--- src/rtl/clk_divider_bank.sv ---
// Bank of NUM_CH independent clock-enable generators with runtime divisor/mode,
// shadowed configuration applied at each channel's wrap (or at once while idle).
module clk_divider_bank #(
    parameter int NUM_CH      = 4,
    parameter int DIV_WIDTH   = 32,
    parameter int DEFAULT_DIV = 125_000,
    parameter int CH_W        = (NUM_CH > 1) ? $clog2(NUM_CH) : 1
) (
    input  logic                 clk,
    input  logic                 rst,
    input  logic [NUM_CH-1:0]    en,
    input  logic                 sync_clr,
    input  logic                 cfg_we,
    input  logic [CH_W-1:0]      cfg_ch,
    input  logic [DIV_WIDTH-1:0] cfg_div,
    input  logic                 cfg_mode,
    output logic                 cfg_ack,
    output logic                 cfg_err,
    output logic [NUM_CH-1:0]    tick,
    output logic [NUM_CH-1:0]    wave
);

    localparam logic [DIV_WIDTH-1:0] DEF_DIV  = DIV_WIDTH'(DEFAULT_DIV);
    localparam logic [DIV_WIDTH-1:0] ONE      = DIV_WIDTH'(1);
    localparam logic [CH_W:0]        CH_LIMIT = (CH_W + 1)'(NUM_CH);

    logic [DIV_WIDTH-1:0] cnt     [NUM_CH];
    logic [DIV_WIDTH-1:0] act_div [NUM_CH];
    logic [DIV_WIDTH-1:0] sh_div  [NUM_CH];
    logic [DIV_WIDTH-1:0] d_eff   [NUM_CH];
    logic [DIV_WIDTH-1:0] ld_div  [NUM_CH];
    logic [NUM_CH-1:0]    act_mode;
    logic [NUM_CH-1:0]    sh_mode;
    logic [NUM_CH-1:0]    ld_mode;
    logic [NUM_CH-1:0]    wrap;
    logic [NUM_CH-1:0]    wr_hit;
    logic                 cfg_ok;
    logic [DIV_WIDTH-1:0] wr_div;

    // ld_* is what the shadow will hold after this cycle, so a write landing on
    // a wrap goes straight into the active registers.
    always_comb begin
        cfg_ok = ({1'b0, cfg_ch} < CH_LIMIT);
        wr_div = (cfg_div == '0) ? ONE : cfg_div;
        for (int unsigned i = 0; i < NUM_CH; i++) begin
            d_eff[i]   = (act_div[i] == '0) ? ONE : act_div[i];
            wrap[i]    = en[i] && (cnt[i] == d_eff[i] - ONE);
            wr_hit[i]  = cfg_we && cfg_ok && (cfg_ch == CH_W'(i));
            ld_div[i]  = wr_hit[i] ? wr_div : sh_div[i];
            ld_mode[i] = wr_hit[i] ? cfg_mode : sh_mode[i];
        end
    end

    always_ff @(posedge clk or negedge rst) begin
        if (!rst) begin
            cfg_ack  <= 1'b0;
            cfg_err  <= 1'b0;
            tick     <= '0;
            wave     <= '0;
            act_mode <= '0;
            sh_mode  <= '0;
            for (int unsigned i = 0; i < NUM_CH; i++) begin
                cnt[i]     <= '0;
                act_div[i] <= DEF_DIV;
                sh_div[i]  <= DEF_DIV;
            end
        end else begin
            cfg_ack <= cfg_we && cfg_ok;
            cfg_err <= cfg_we && !cfg_ok;
            for (int unsigned i = 0; i < NUM_CH; i++) begin
                if (wr_hit[i]) begin
                    sh_div[i]  <= wr_div;
                    sh_mode[i] <= cfg_mode;
                end
                if (sync_clr || (wr_hit[i] && !en[i])) begin
                    cnt[i]      <= '0;
                    tick[i]     <= 1'b0;
                    wave[i]     <= 1'b0;
                    act_div[i]  <= ld_div[i];
                    act_mode[i] <= ld_mode[i];
                end else if (wrap[i]) begin
                    cnt[i]      <= '0;
                    tick[i]     <= 1'b1;
                    act_div[i]  <= ld_div[i];
                    act_mode[i] <= ld_mode[i];
                    // Leaving square mode parks the output low.
                    if (!ld_mode[i])
                        wave[i] <= 1'b0;
                    else if (act_mode[i])
                        wave[i] <= ~wave[i];
                end else if (en[i]) begin
                    cnt[i]  <= cnt[i] + ONE;
                    tick[i] <= 1'b0;
                end else begin
                    tick[i] <= 1'b0;
                end
            end
        end
    end

endmodule

--- config.mk ---
export PLATFORM = sky130hd
export DESIGN_NAME = clk_divider_bank
export DESIGN_NICKNAME = d
export VERILOG_FILES = /design/src/rtl/clk_divider_bank.sv
export SDC_FILE = /design/constraint.sdc
export NUM_CORES = 1
export LEC_CHECK = 0
export ABC_AREA = 1
export BUFFER_PORTS_ARGS = -buffer_cell sky130_fd_sc_hd__buf_4
export CELL_PAD_IN_SITES_DETAIL_PLACEMENT = 1
export CELL_PAD_IN_SITES_GLOBAL_PLACEMENT = 2
export CORE_MARGIN = 2
export CORE_UTILIZATION = 37
export DETAILED_ROUTE_END_ITERATION = 8
export HOLD_SLACK_MARGIN = 0.15
export PLACE_DENSITY = 0.84
export SYNTH_ARGS = -nofsm -noshare
export SYNTH_HDL_FRONTEND = slang
export SYNTH_SLANG_ARGS = --single-unit
--- constraint.sdc ---
create_clock -name clk -period 4.05 [get_ports clk]
set_input_delay 0.405 -clock clk [delete_from_list [all_inputs] [get_ports clk]]
set_output_delay 0.405 -clock clk [all_outputs]
set_load 0.02 [all_outputs]
==> run metrics, run 1 <==
fin crit share 91.75%; clock sink count 401; share of synthesized cell area in full adder, half adder and majority cells 0.4194%; die outline width 258.0 microns; Gate Count Post-Synth 3272; setup ws final 0.3343 ns; row count 93; via count 21523; compound-cell area share of the yosys netlist 7.340%; met1 Usage GRT 31.49%; xor-xnor portion of the synthesized cell area 8.058%; startpoint of the worst register-to-register path act_div[77]; depth of the worst hold-timing path 5; Slew headroom 33.46%; highest net fanout along the worst path 64; final routed wire length divided by cell count 18.81 microns; number of global-route vias before repair 23055; #FFs+latches synth 401; initial antenna violation count 4; Yosys Warn Count 0; Post-Route Setup TNS 0 ns; synthesis-to-layout area growth 13.32%; overall track demand over capacity in global routing 24.10%; overflow left after global routing 0; hpwl dp 61910 microns; count of fill cells added during filler insertion 7974; remaining antenna violation count 0; timing-limited maximum frequency 269.1 MHz; number of cells on the worst reg-to-reg path 21; number of H-tree levels 2; initial standard-cell utilization of the core 37.22%; result of the run finished, final reports clean; number of placed instances with taps included 4134; drt via density 5.087; ys async rst share 100.0%; mux contribution to synthesized area 0.04718%; I/O pin total 53; Routed WL 79580 microns; class of the most critical setup path reg2reg; met3 Use GR 4.280%; core region area 64120 sq um; post-synth top area cell sky130_fd_sc_hd__dfrtp_1; wire length of the first global-routing pass 126800 microns; required time of the critical path 4.55 ns; buffers from clock root to sink, at most 3; end point of the worst hold path sh_div[64]; Hold Vio Cnt, Final 0; final instance count without filler cells 4231; simple-gate share of the synthesized area 33.90%; TritonCTS clock tree built; mean instance size in the synthesized netlist 7.294 sq um; pin count of the biggest net entering global routing 113; power density of the placed cells 457.8 nW/um^2; number of flops mapped to enable cells by yosys 0; Die Y 258.0 microns; R2R Path End act_div[90]; static leakage power 12.72 nW; Final Slew Violations 0; number of library cell types mapped by synthesis 59; number of nets in the final layout 3385; syn nets 3323; most common library cell in the layout ignoring fill and taps sky130_fd_sc_hd__nand2_1; final-report setup violation count 0; most instantiated flip-flop cell in the synthesis netlist sky130_fd_sc_hd__dfrtp_1; drt pass-1 iters 5; worst supply voltage drop on vdd 0.0003026 V; cts bufs inserted 46; transition time at the pin with the least slew margin 0.9981 ns; number of DRC markers in iteration 0 1082; PnR Total Power 12.38 mW; portion of synthesized cell area occupied by the leading cell type 36.17%; Worst setup EP type flop; Total Die Area 66550 sq um; Final GP Congestion 0.9371; clock tree root driver cell sky130_fd_sc_hd__clkbuf_16; residual DRC count 0; portion of the post-synthesis area used by sequential elements 42.34%; final worst path period need 3.716 ns; class of the worst hold path in2reg; Synth Cell Area 23870 sq um; Port Buf Inserts 51; Critical Path Source Type flop; arrival time worst endpoint 4.22 ns; clock latency of the later-clocked register in the worst-skew pair 0.60 ns; MaxCap Viol Count 0; setup slack of the most critical reg-to-reg path 0.33 ns; top cells by area, synth sky130_fd_sc_hd__dfrtp_1 36%, sky130_fd_sc_hd__nand2_1 13%, sky130_fd_sc_hd__nor2_1 6.9%; worst slack after detailed placement -0.06309 ns; Global Route met2 Usage 40.73%; largest family of logic cells by synthesized area simple AND/OR/NAND/NOR gates; Hold Startpoint cfg_ch[1]; commonest non-fill, non-tap cells in the layout 825 x sky130_fd_sc_hd__nand2_1, 438 x sky130_fd_sc_hd__nor2_1, 386 x sky130_fd_sc_hd__inv_1; largest clock skew in the final design 0.01521 ns; most congested layer reported by global routing met2; share of final-layout standard cells stronger than drive strength 1 9.255%; Worst-path clk slew 0.06 ns
[power by group]
part / switching [mW] / total (mW) / internal, mW
Sequential: 0.378 / 4.90 / 4.52
Clock: 1.77 / 4.49 / 2.72
Combinational: 2.02 / 2.99 / 0.976
[how the worst max path moves through the flow]
stage                       startpoint           to  slack (ns)  depth (start not counted)
after floorplan            act_div[77]  act_div[65]        0.84                         21
after global placement    act_div[111]      cnt[98]        0.07                         19
after detailed placement  act_div[111]     cnt[102]       -0.06                         19
after CTS                 act_div[111]     cnt[102]        0.05                         19
after global routing      act_div[111]  act_div[96]       -0.01                         20
final                      act_div[77]  act_div[90]        0.33                         21
[area by class of cell]
| type | instances | area [sq um] | share of cell area (%) |
|---|---|---|---|
| multi-input combinational | 2397 | 11930 | 44.12 |
| sequential | 401 | 10100 | 37.36 |
| inverter | 397 | 1490 | 5.510 |
| clock buffer | 70 | 1415 | 5.233 |
| tap | 855 | 1070 | 3.956 |
| timing repair buffer | 91 | 817.0 | 3.021 |
| clock inverter | 15 | 202.7 | 0.7495 |
| antenna | 5 | 12.51 | 0.04627 |
[stage by stage]
| step | area (sq um) | hold slack [ns] | utilization, % |
|---|---|---|---|
| after global placement | 25290 | 0.4626 | 39.45 |
| after CTS | 26970 | 0.2316 | 42.07 |
| final | 27040 | 0.2576 | 42.18 |
| after floorplan | 23870 | 0.1094 | - |
| after detailed placement | 25290 | 0.4738 | 39.45 |
| after global routing | 27030 | 0.2814 | 42.16 |
[flip-flops by register name, indices dropped and copies added, names as in the netlist]
name / cells
act_div: 128
cnt: 128
sh_div: 128
act_mode: 4
sh_mode: 4
tick: 4
wave: 4
cfg_ack: 1
[metal layers]
| metal | vias to the layer above | part of all wire (%) |
|---|---|---|
| met5 | - | 0 |
| met4 | 0 | 2.8 |
| met3 | 111 | 5.0 |
| met2 | 349 | 47 |
| met1 | 10490 | 45 |
| li1 | 10573 | - |
[critical path: stages (launching register included)]
cell	delay, ns
sky130_fd_sc_hd__dfstp_2	0.56
sky130_fd_sc_hd__nor2_2	0.06
sky130_fd_sc_hd__nand2_1	0.17
sky130_fd_sc_hd__nor2_1	0.11
sky130_fd_sc_hd__nand2_1	0.08
sky130_fd_sc_hd__nor2_1	0.05
sky130_fd_sc_hd__nor2_1	0.15
sky130_fd_sc_hd__ha_1	0.24
sky130_fd_sc_hd__nand3_2	0.14
sky130_fd_sc_hd__nor2_4	0.21
sky130_fd_sc_hd__nand2_1	0.18
sky130_fd_sc_hd__nor4_2	0.29
sky130_fd_sc_hd__xor2_1	0.26
sky130_fd_sc_hd__nand2_1	0.08
sky130_fd_sc_hd__inv_1	0.06
sky130_fd_sc_hd__nand3_1	0.07
sky130_fd_sc_hd__nor2_1	0.16
sky130_fd_sc_hd__nand3_2	0.17
sky130_fd_sc_hd__nand2_4	0.12
sky130_fd_sc_hd__buf_12	0.22
sky130_fd_sc_hd__nand2_1	0.08
sky130_fd_sc_hd__o21ai_0	0.11
[cells in the mapped netlist (2+ instances only)]
cell and n:
sky130_fd_sc_hd__nor2_1 440, sky130_fd_sc_hd__nor3b_1 12, sky130_fd_sc_hd__inv_1 386, sky130_fd_sc_hd__nand2_4 2, sky130_fd_sc_hd__o21a_1 2, sky130_fd_sc_hd__dfstp_2 56
sky130_fd_sc_hd__buf_2 24, sky130_fd_sc_hd__nor3_2 3, sky130_fd_sc_hd__xnor2_1 74, sky130_fd_sc_hd__and2_1 2, sky130_fd_sc_hd__and3_1 8, sky130_fd_sc_hd__buf_6 6
sky130_fd_sc_hd__a21oi_1 52, sky130_fd_sc_hd__o21bai_1 7, sky130_fd_sc_hd__clkinv_1 4, sky130_fd_sc_hd__nand3b_1 21, sky130_fd_sc_hd__or2_0 3, sky130_fd_sc_hd__or2_2 19
sky130_fd_sc_hd__nand4_1 82, sky130_fd_sc_hd__ha_1 8, sky130_fd_sc_hd__inv_2 7, sky130_fd_sc_hd__o2111ai_1 2, sky130_fd_sc_hd__xor2_1 143, sky130_fd_sc_hd__clkbuf_1 40
sky130_fd_sc_hd__o21ai_1 3, sky130_fd_sc_hd__buf_4 7, sky130_fd_sc_hd__dfrtp_1 345, sky130_fd_sc_hd__nand3_1 240, sky130_fd_sc_hd__nand3_2 7, sky130_fd_sc_hd__a21oi_2 3
sky130_fd_sc_hd__o21ai_0 253, sky130_fd_sc_hd__nor2_2 21, sky130_fd_sc_hd__nand2_2 10, sky130_fd_sc_hd__nor2_4 4, sky130_fd_sc_hd__or2_1 2, sky130_fd_sc_hd__a31oi_1 2
sky130_fd_sc_hd__a21boi_0 2, sky130_fd_sc_hd__o22ai_1 2, sky130_fd_sc_hd__nor4_1 31, sky130_fd_sc_hd__nor3_4 3, sky130_fd_sc_hd__nor3_1 92, sky130_fd_sc_hd__nand2_1 825
[timing repair]
item | 4_1_cts | 5_1_grt
hold buffers | 6 | 0
buffers inserted | 0 | 1
gates resized for setup | 1 | 11
endpoints found under the hold margin | 102 | 0
pin swaps | 0 | 1
endpoints found under the setup margin | 41 | 156
[cell families after synthesis]
group                      after synthesis
other                                    1
muxes                                    1
AOI/OAI and AO/OA                      335
xor gates and xnor gates               218
buffers and inverters                  474
DFF                                    401
adders and majority gates                8
and+or+nand+nor                       1834
(Power assumes the default switching activity.)
==> inputs of run 2 (changes only) <==
--- a/config.mk
+++ b/config.mk
@@ -10,10 +10,10 @@
 export CELL_PAD_IN_SITES_DETAIL_PLACEMENT = 1
 export CELL_PAD_IN_SITES_GLOBAL_PLACEMENT = 2
 export CORE_MARGIN = 2
-export CORE_UTILIZATION = 37
+export CORE_UTILIZATION = 36
 export DETAILED_ROUTE_END_ITERATION = 8
 export HOLD_SLACK_MARGIN = 0.15
-export PLACE_DENSITY = 0.84
+export PLACE_DENSITY = 0.82
 export SYNTH_ARGS = -nofsm -noshare
 export SYNTH_HDL_FRONTEND = slang
 export SYNTH_SLANG_ARGS = --single-unit
==> run metrics, run 2 (synthesis results as in run 1) <==
footprint of the flip-flops and latches 10100 sq um (unchanged); TritonCTS clock tree built (unchanged); net switching fraction of the power 33.97% (was 33.61%); Routed WL 80780 microns (was 79580 microns); clock latency of the later-clocked register in the worst-skew pair 0.62 ns (was 0.60 ns); final-report setup violation count 0 (unchanged); count of fill cells added during filler insertion 8127 (was 7974); footprint of the multi-input gates 11970 sq um (was 11930 sq um); worst supply voltage drop on vdd 0.0003529 V (was 0.0003026 V); fraction of power consumed by the clock network 36.3% (was 36.2%); buffers from clock root to sink, at most 3 (unchanged); final hold slack 0.3005 ns (was 0.2576 ns); commonest non-fill, non-tap cells in the layout 825 x sky130_fd_sc_hd__nand2_1, 437 x sky130_fd_sc_hd__nor2_1, 386 x sky130_fd_sc_hd__inv_1 (was 825 x sky130_fd_sc_hd__nand2_1, 438 x sky130_fd_sc_hd__nor2_1, 386 x sky130_fd_sc_hd__inv_1); Final Slew Violations 0 (unchanged); Total Die Area 68370 sq um (was 66550 sq um); portion of total power attributed to sequential cells 39.3% (was 39.6%); end point of the worst hold path sh_div[64] (unchanged); fin util 41.48% (was 42.18%); class of the most critical setup path reg2reg (unchanged); Post-Route Setup TNS 0 ns (unchanged); met2 routed wirelength 38320 microns (was 37550 microns); final worst path period need 3.744 ns (was 3.716 ns); number of H-tree levels 2 (unchanged); most common library cell in the layout ignoring fill and taps sky130_fd_sc_hd__nand2_1 (unchanged); cts bufs inserted 47 (was 46); Hold Vio Cnt, Final 0 (unchanged); number of global-route vias before repair 23135 (was 23055); I/O pin total 53 (unchanged); transition time at the pin with the least slew margin 0.9617 ns (was 0.9981 ns); final standard cell area without fillers 27270 sq um (was 27040 sq um); hpwl dp 62310 microns (was 61910 microns); max incr delay on CP 0.59 ns (was 0.56 ns); static leakage power 12.82 nW (was 12.72 nW); sw power 4.240 mW (was 4.161 mW); number of buffer and inverter stages on the critical path 3 (was 2); residual DRC count 0 (unchanged); final instance count without filler cells 4255 (was 4231); initial antenna violation count 10 (was 4); WL met3 3427 microns (was 3945 microns); drt pass-1 iters 5 (unchanged); power density of the placed cells 457.7 nW/um^2 (was 457.8 nW/um^2); clock sink count 401 (unchanged); power share of the combinational group 24.3% (was 24.2%); result of the run finished, final reports clean (unchanged); largest clock skew in the final design 0.03303 ns (was 0.01521 ns); startpoint of the worst register-to-register path act_div[16] (was act_div[77]); most common cell type on the critical path sky130_fd_sc_hd__nand2_1 (unchanged); setup slack of the most critical reg-to-reg path 0.31 ns (was 0.33 ns); fin crit share 92.44% (was 91.75%); die outline width 261.5 microns (was 258.0 microns); final routed wire length divided by cell count 18.99 microns (was 18.81 microns); required time of the critical path 4.53 ns (was 4.55 ns); dpl cell area 25360 sq um (was 25290 sq um); number of cells on the worst reg-to-reg path 23 (was 21); Die Y 261.5 microns (was 258.0 microns); Int Power 8.243 mW (was 8.219 mW); highest net fanout along the worst path 30 (was 64); overall track demand over capacity in global routing 23.95% (was 24.10%); Final GP Congestion 0.9221 (was 0.9371); core region area 65750 sq um (was 64120 sq um); cell class contributing the biggest share of worst-path delay simple AND/OR/NAND/NOR gates (unchanged); remaining antenna violation count 0 (unchanged); Worst-path clk slew 0.06 ns (about the same); Worst setup EP type flop (unchanged); worst slack after detailed placement -0.08626 ns (was -0.06309 ns); pin count of the biggest net entering global routing 87 (was 113); class of the worst hold path in2reg (unchanged); initial standard-cell utilization of the core 36.30% (was 37.22%); cell-by-cell trace of the critical path nor2_1 > nand2_1 > nor2_1 > nand2_1 > nor2_1 > nor2_4 > ha_1 > nand4_1 > inv_1 > nand4_1 > or2_4 > nor2_1 > xor2_2 > nand2_1 > inv_1 > nand2_1 > nor2_2 > nand3_1 > nand2_4 > buf_12 > nand2_1 > nand2_1 > nand2_1 (was nor2_2 > nand2_1 > nor2_1 > nand2_1 > nor2_1 > nor2_1 > ha_1 > nand3_2 > nor2_4 > nand2_1 > nor4_2 > xor2_1 > nand2_1 > inv_1 > nand3_1 > nor2_1 > nand3_2 > nand2_4 > buf_12 > nand2_1 > o21ai_0); Slew headroom 35.75% (was 33.46%); clock tree root driver cell sky130_fd_sc_hd__clkbuf_16 (unchanged); synthesis-to-layout area growth 14.28% (was 13.32%); PnR Total Power 12.48 mW (was 12.38 mW); Largest regs act_div (128), cnt (128), sh_div (128) (unchanged); arrival time worst endpoint 4.23 ns (was 4.22 ns); top metal layer carrying routed signals met5 (was met4); number of nets in the final layout 3396 (was 3385); MaxCap Viol Count 0 (unchanged); number of placed instances with taps included 4145 (was 4134); worst-path cell with the longest stage delay sky130_fd_sc_hd__dfstp_2 (unchanged); timing-limited maximum frequency 267.1 MHz (was 269.1 MHz); share of final-layout standard cells stronger than drive strength 1 9.752% (was 9.255%); row count 94 (was 93); Critical Path Source Type flop (unchanged); Hold Startpoint cfg_ch[1] (unchanged); wire length of the first global-routing pass 128200 microns (was 126800 microns); wl on met1 37330 microns (was 35820 microns); via count 21681 (was 21523); drt via density 5.095 (was 5.087); R2R Path End wave[3] (was act_div[90]); overflow left after global routing 0 (unchanged); setup ws final 0.3060 ns (was 0.3343 ns); depth of the worst hold-timing path 4 (was 5); Port Buf Inserts 51 (unchanged); number of DRC markers in iteration 0 1184 (was 1082)
==> run 2: cell types whose count changed in the layout (fill, tap and decap cells not counted), moves of 3 or more <==
cell,previous run,this run
sky130_fd_sc_hd__nor3_2,7,4
sky130_fd_sc_hd__inv_6,0,3
sky130_fd_sc_hd__buf_4,73,79
sky130_fd_sc_hd__clkbuf_8,11,7
==> run 2: power groups by stage <==
| stage | Sequential (mW) | Clock [mW] | Combinational (mW) |
|---|---|---|---|
| after global routing | 4.96 | 4.81 | 3.47 |
| after CTS | 4.92 | 4.66 | 3.01 |
| after detailed placement | 4.98 | 0 | 2.99 |
| after global placement | 4.97 | 0 | 2.92 |
| final | 4.91 | 4.54 | 3.04 |
| after floorplan | 4.84 | 0 | 2.08 |
==> run 2: worst register-to-register path: cells and delay by family (launching register included) <==
family	cells	cell delay [ns]
xor gates and xnor gates	1	0.22
adders and majority gates	1	0.22
buffers and inverters	3	0.34
DFF	1	0.59
and+or+nand+nor	18	2.25
==> run 2: metal layers <==
metal / vias to the layer above / track usage, %
li1: 10628 / -
met1: 10650 / 32.34
met2: 308 / 40.42
met3: 93 / 3.620
met4: 2 / 5.556
met5: - / 0
==> run 2: worst max-delay path by stage <==
| stage | startpoint | depth (start not counted) | end | slack, ns |
|---|---|---|---|---|
| final | act_div[16] | 23 | wave[3] | 0.31 |
| after CTS | act_div[16] | 23 | wave[3] | 0.07 |
| after detailed placement | act_div[16] | 23 | wave[3] | -0.09 |
| after floorplan | act_div[77] | 21 | act_div[65] | 0.84 |
| after global routing | act_div[77] | 22 | act_div[92] | -0.008 |
| after global placement | act_div[16] | 23 | wave[3] | -0.05 |
==> run 2: final cells by class <==
class,instances,share of cell area [%]
multi-input combinational,2397,43.87
clock inverter,25,1.197
inverter,397,5.464
timing repair buffer,101,3.601
sequential,401,37.05
antenna,7,0.06423
tap,864,3.964
clock buffer,63,4.789
==> run 2: repair_timing <==
action	in CTS	in global routing
hold buffers	6	0
gates cloned	0	3
endpoints found under the hold margin	74	0
gates resized for setup	1	16
setup endpoints to repair	65	199
setup buffers	1	5
pin swaps	1	3
==> inputs of run 3 (changes only) <==
--- a/config.mk
+++ b/config.mk
@@ -5,15 +5,15 @@
 export SDC_FILE = /design/constraint.sdc
 export NUM_CORES = 1
 export LEC_CHECK = 0
-export ABC_AREA = 1
+export ABC_AREA = 0
 export BUFFER_PORTS_ARGS = -buffer_cell sky130_fd_sc_hd__buf_4
 export CELL_PAD_IN_SITES_DETAIL_PLACEMENT = 1
 export CELL_PAD_IN_SITES_GLOBAL_PLACEMENT = 2
-export CORE_MARGIN = 2
+export CORE_MARGIN = 4
 export CORE_UTILIZATION = 36
 export DETAILED_ROUTE_END_ITERATION = 8
 export HOLD_SLACK_MARGIN = 0.15
-export PLACE_DENSITY = 0.82
+export PLACE_DENSITY = 0.74
 export SYNTH_ARGS = -nofsm -noshare
 export SYNTH_HDL_FRONTEND = slang
 export SYNTH_SLANG_ARGS = --single-unit
==> run metrics, run 3 <==
arrival time worst endpoint 4.78 ns (was 4.23 ns); power density of the placed cells 467.9 nW/um^2 (was 457.7 nW/um^2); number of buffer and inverter stages on the critical path 3 (unchanged); initial standard-cell utilization of the core 36.56% (was 36.30%); Die Y 256.0 microns (was 261.5 microns); number of library cell types mapped by synthesis 86 (was 59); unrepaired setup endpoints after global routing yes; number of H-tree levels 2 (unchanged); Final Slew Violations 0 (unchanged); Port Buf Inserts 51 (unchanged); max incr delay on CP 0.56 ns (was 0.59 ns); timing-limited maximum frequency 232.6 MHz (was 267.1 MHz); final instance count without filler cells 3313 (was 4255); core region area 60580 sq um (was 65750 sq um); Yosys Warn Count 0 (unchanged); final-report setup violation count 111 (was 0); Slew headroom 34.46% (was 35.75%); result of the run complete, but fails checks (was finished, final reports clean); pin count of the biggest net entering global routing 96 (was 87); remaining antenna violation count 0 (unchanged); number of DRC markers in iteration 0 895 (was 1184); cts bufs inserted 46 (was 47); class of the worst hold path in2reg (unchanged); portion of synthesized cell area occupied by the leading cell type 38.98% (was 36.17%); fin crit share 106.2% (was 92.44%); setup ws final -0.2492 ns (was 0.3060 ns); class of the most critical setup path reg2reg (unchanged); most instantiated flip-flop cell in the synthesis netlist sky130_fd_sc_hd__dfrtp_1 (unchanged); synthesis-to-layout area growth 28.22% (was 14.28%); most numerous cell types in the synthesized netlist 345 x sky130_fd_sc_hd__dfrtp_1, 237 x sky130_fd_sc_hd__nor2_1, 204 x sky130_fd_sc_hd__nand2_1 (was 825 x sky130_fd_sc_hd__nand2_1, 440 x sky130_fd_sc_hd__nor2_1, 386 x sky130_fd_sc_hd__inv_1); wire length of the first global-routing pass 113900 microns (was 128200 microns); drt pass-1 iters 5 (unchanged); number of global-route vias before repair 19453 (was 23135); via count 18133 (was 21681); antenna diode instance count 0 (was 7); violations in the final reports setup timing; overflow left after global routing 0 (unchanged); I/O pin total 53 (unchanged); static leakage power 12.07 nW (was 12.82 nW); worst-path cell with the longest stage delay sky130_fd_sc_hd__or4_4 (was sky130_fd_sc_hd__dfstp_2); Critical Path Source Type flop (unchanged); transition time at the pin with the least slew margin 0.9831 ns (was 0.9617 ns); post-synth top area cell sky130_fd_sc_hd__dfrtp_1 (unchanged); Synth Cell Area 22150 sq um (was 23870 sq um); dpl cell area 24880 sq um (was 25360 sq um); portion of the post-synthesis area used by sequential elements 45.63% (was 42.34%); commonest non-fill, non-tap cells in the layout 345 x sky130_fd_sc_hd__dfrtp_1, 288 x sky130_fd_sc_hd__buf_4, 218 x sky130_fd_sc_hd__nor2_1 (was 825 x sky130_fd_sc_hd__nand2_1, 437 x sky130_fd_sc_hd__nor2_1, 386 x sky130_fd_sc_hd__inv_1); Post-Route Setup TNS -14.29 ns (was 0 ns); mean instance size in the synthesized netlist 10.24 sq um (was 7.294 sq um); Worst setup EP type flop (unchanged); most used standard cell by instance count after synthesis sky130_fd_sc_hd__dfrtp_1 (was sky130_fd_sc_hd__nand2_1); highest net fanout along the worst path 8 (was 30); number of flops mapped to enable cells by yosys 0 (unchanged); Worst-path clk slew 0.06 ns (about the same); largest clock skew in the final design 0.01432 ns (was 0.03303 ns); MaxCap Viol Count 0 (unchanged); Hold Vio Cnt, Final 0 (unchanged); required time of the critical path 4.53 ns (about the same); Final GP Congestion 0.8543 (was 0.9221); worst supply voltage drop on vdd 0.0002739 V (was 0.0003529 V); Total Die Area 65550 sq um (was 68370 sq um); clock latency of the later-clocked register in the worst-skew pair 0.59 ns (was 0.62 ns); drt via density 5.473 (was 5.095); row count 90 (was 94); #FFs+latches synth 401 (unchanged); final hold slack 0.1949 ns (was 0.3005 ns); cell class contributing the biggest share of worst-path delay simple AND/OR/NAND/NOR gates (unchanged); share of final-layout standard cells stronger than drive strength 1 31.13% (was 9.752%); buffers from clock root to sink, at most 3 (unchanged); ys async rst share 100.0% (unchanged); TritonCTS clock tree built (unchanged); cell-by-cell trace of the critical path or4_4 > nor3_4 > nand4_1 > nor2b_2 > ha_1 > nor4b_1 > buf_4 > and4_1 > mux2i_1 > mux2i_1 > o21ai_0 > nor4b_1 > nand4_1 > o21ai_4 > buf_6 > clkbuf_16 > mux2_4 (was nor2_1 > nand2_1 > nor2_1 > nand2_1 > nor2_1 > nor2_4 > ha_1 > nand4_1 > inv_1 > nand4_1 > or2_4 > nor2_1 > xor2_2 > nand2_1 > inv_1 > nand2_1 > nor2_2 > nand3_1 > nand2_4 > buf_12 > nand2_1 > nand2_1 > nand2_1); final standard cell area without fillers 28400 sq um (was 27270 sq um); number of nets in the final layout 2545 (was 3396); residual DRC count 0 (unchanged); clock tree root driver cell sky130_fd_sc_hd__clkbuf_16 (unchanged); Largest regs act_div (128), cnt (128), sh_div (128) (unchanged); final worst path period need 4.299 ns (was 3.744 ns); overall track demand over capacity in global routing 21.53% (was 23.95%); initial antenna violation count 0 (was 10); hpwl dp 51850 microns (was 62310 microns); number of placed instances with taps included 3132 (was 4145); most common library cell in the layout ignoring fill and taps sky130_fd_sc_hd__dfrtp_1 (was sky130_fd_sc_hd__nand2_1); count of fill cells added during filler insertion 6617 (was 8127); die outline width 256.0 microns (was 261.5 microns); Gate Count Post-Synth 2162 (was 3272); top cells by area, synth sky130_fd_sc_hd__dfrtp_1 39%, sky130_fd_sc_hd__mux2_2 7.5%, sky130_fd_sc_hd__dfstp_2 6.6% (was sky130_fd_sc_hd__dfrtp_1 36%, sky130_fd_sc_hd__nand2_1 13%, sky130_fd_sc_hd__nor2_1 6.9%); clock sink count 401 (unchanged); syn nets 2213 (was 3323); Routed WL 73910 microns (was 80780 microns); final routed wire length divided by cell count 22.31 microns (was 18.99 microns)
[run 3: changes by cell type in the layout (fill, tap and decap cells not counted), moves of 33 or more]
cell	delta
sky130_fd_sc_hd__nand3_1	-163
sky130_fd_sc_hd__inv_1	-352
sky130_fd_sc_hd__xnor2_1	+76
sky130_fd_sc_hd__mux2_2	+106
sky130_fd_sc_hd__nor2_1	-219
sky130_fd_sc_hd__o21ai_0	-220
sky130_fd_sc_hd__and3_1	+33
sky130_fd_sc_hd__buf_4	+209
sky130_fd_sc_hd__mux2_4	+118
sky130_fd_sc_hd__nand2_1	-621
[run 3: metrics by stage]
step	total power [mW]	util [%]	setup WS, ns
floorplan	6.883	-	-0.1436
global placement	8.247	41.07	-0.1998
detailed placement	8.391	41.07	-0.2523
CTS	13.17	45.69	-0.1370
global route	13.93	46.87	-0.4108
finish	13.29	46.87	-0.2492
[run 3: power by group]
part,internal (mW),total (mW),leakage (nW),switching [mW]
combinational,1.84,3.89,6.29,2.05
sequential,4.64,4.95,4.99,0.310
clock,2.65,4.44,0.781,1.79
total,9.14,13.3,12.1,4.15
[run 3: logic make-up after synthesis]
family	Yosys count	synth area share [%]
xor gates and xnor gates	268	10.60
adders and majority gates	8	0.4520
DFF	401	45.63
buffers and inverters	121	2.729
other	1	0.01693
AOI/OAI and AO/OA	201	6.537
muxes	242	12.68
and+or+nand+nor	920	21.36
[run 3: layout make-up]
type,instances,area (sq um),share of cell area [%]
clock buffers,64,1350,4.754
clock inverters,21,257.7,0.9077
inverters,34,127.6,0.4494
multi-input cells,1640,12220,43.02
flip-flops and latches,401,10100,35.58
well taps,782,978.4,3.446
repair buffers,371,3362,11.84
[run 3: routing by layer]
| layer | track usage [%] | up-vias | part of all wire, % |
|---|---|---|---|
| met2 | 36.32 | 292 | 48 |
| met5 | 0 | - | 0 |
| met4 | 6.323 | 0 | 2.9 |
| li1 | - | 8376 | - |
| met1 | 29.02 | 9345 | 45 |
| met3 | 2.939 | 120 | 3.1 |
[run 3: repair_timing]
item | CTS | global route
hold buffers | 37 | 0
setup buffers | 33 | 16
hold endpoints to repair | 114 | 0
resized for setup | 103 | 107
pin swaps | 12 | 32
endpoints found under the setup margin | 187 | 260
gates cloned | 7 | 8
[run 3: worst paths after layout]
kind / startpoint / endpoint / slack, ns / depth (start not counted)
max reg2reg: act_div[91] / act_div[93] / -0.25 / 17
max in group asynchronous: rst / sh_div[93] / 2.59 / 3
min reg2reg: sh_div[63] / sh_div[63] / 0.47 / 2
max: act_div[91] / act_div[93] / -0.25 / 17
min in group asynchronous: rst / cnt[40] / 0.37 / 2
min: cfg_mode / sh_mode[2] / 0.19 / 3
[run 3: tightest hold or removal path: cells and delay by family]
family | cells | cell delay, ns
buf+inv | 1 | 0.16
simple gates | 2 | 0.15
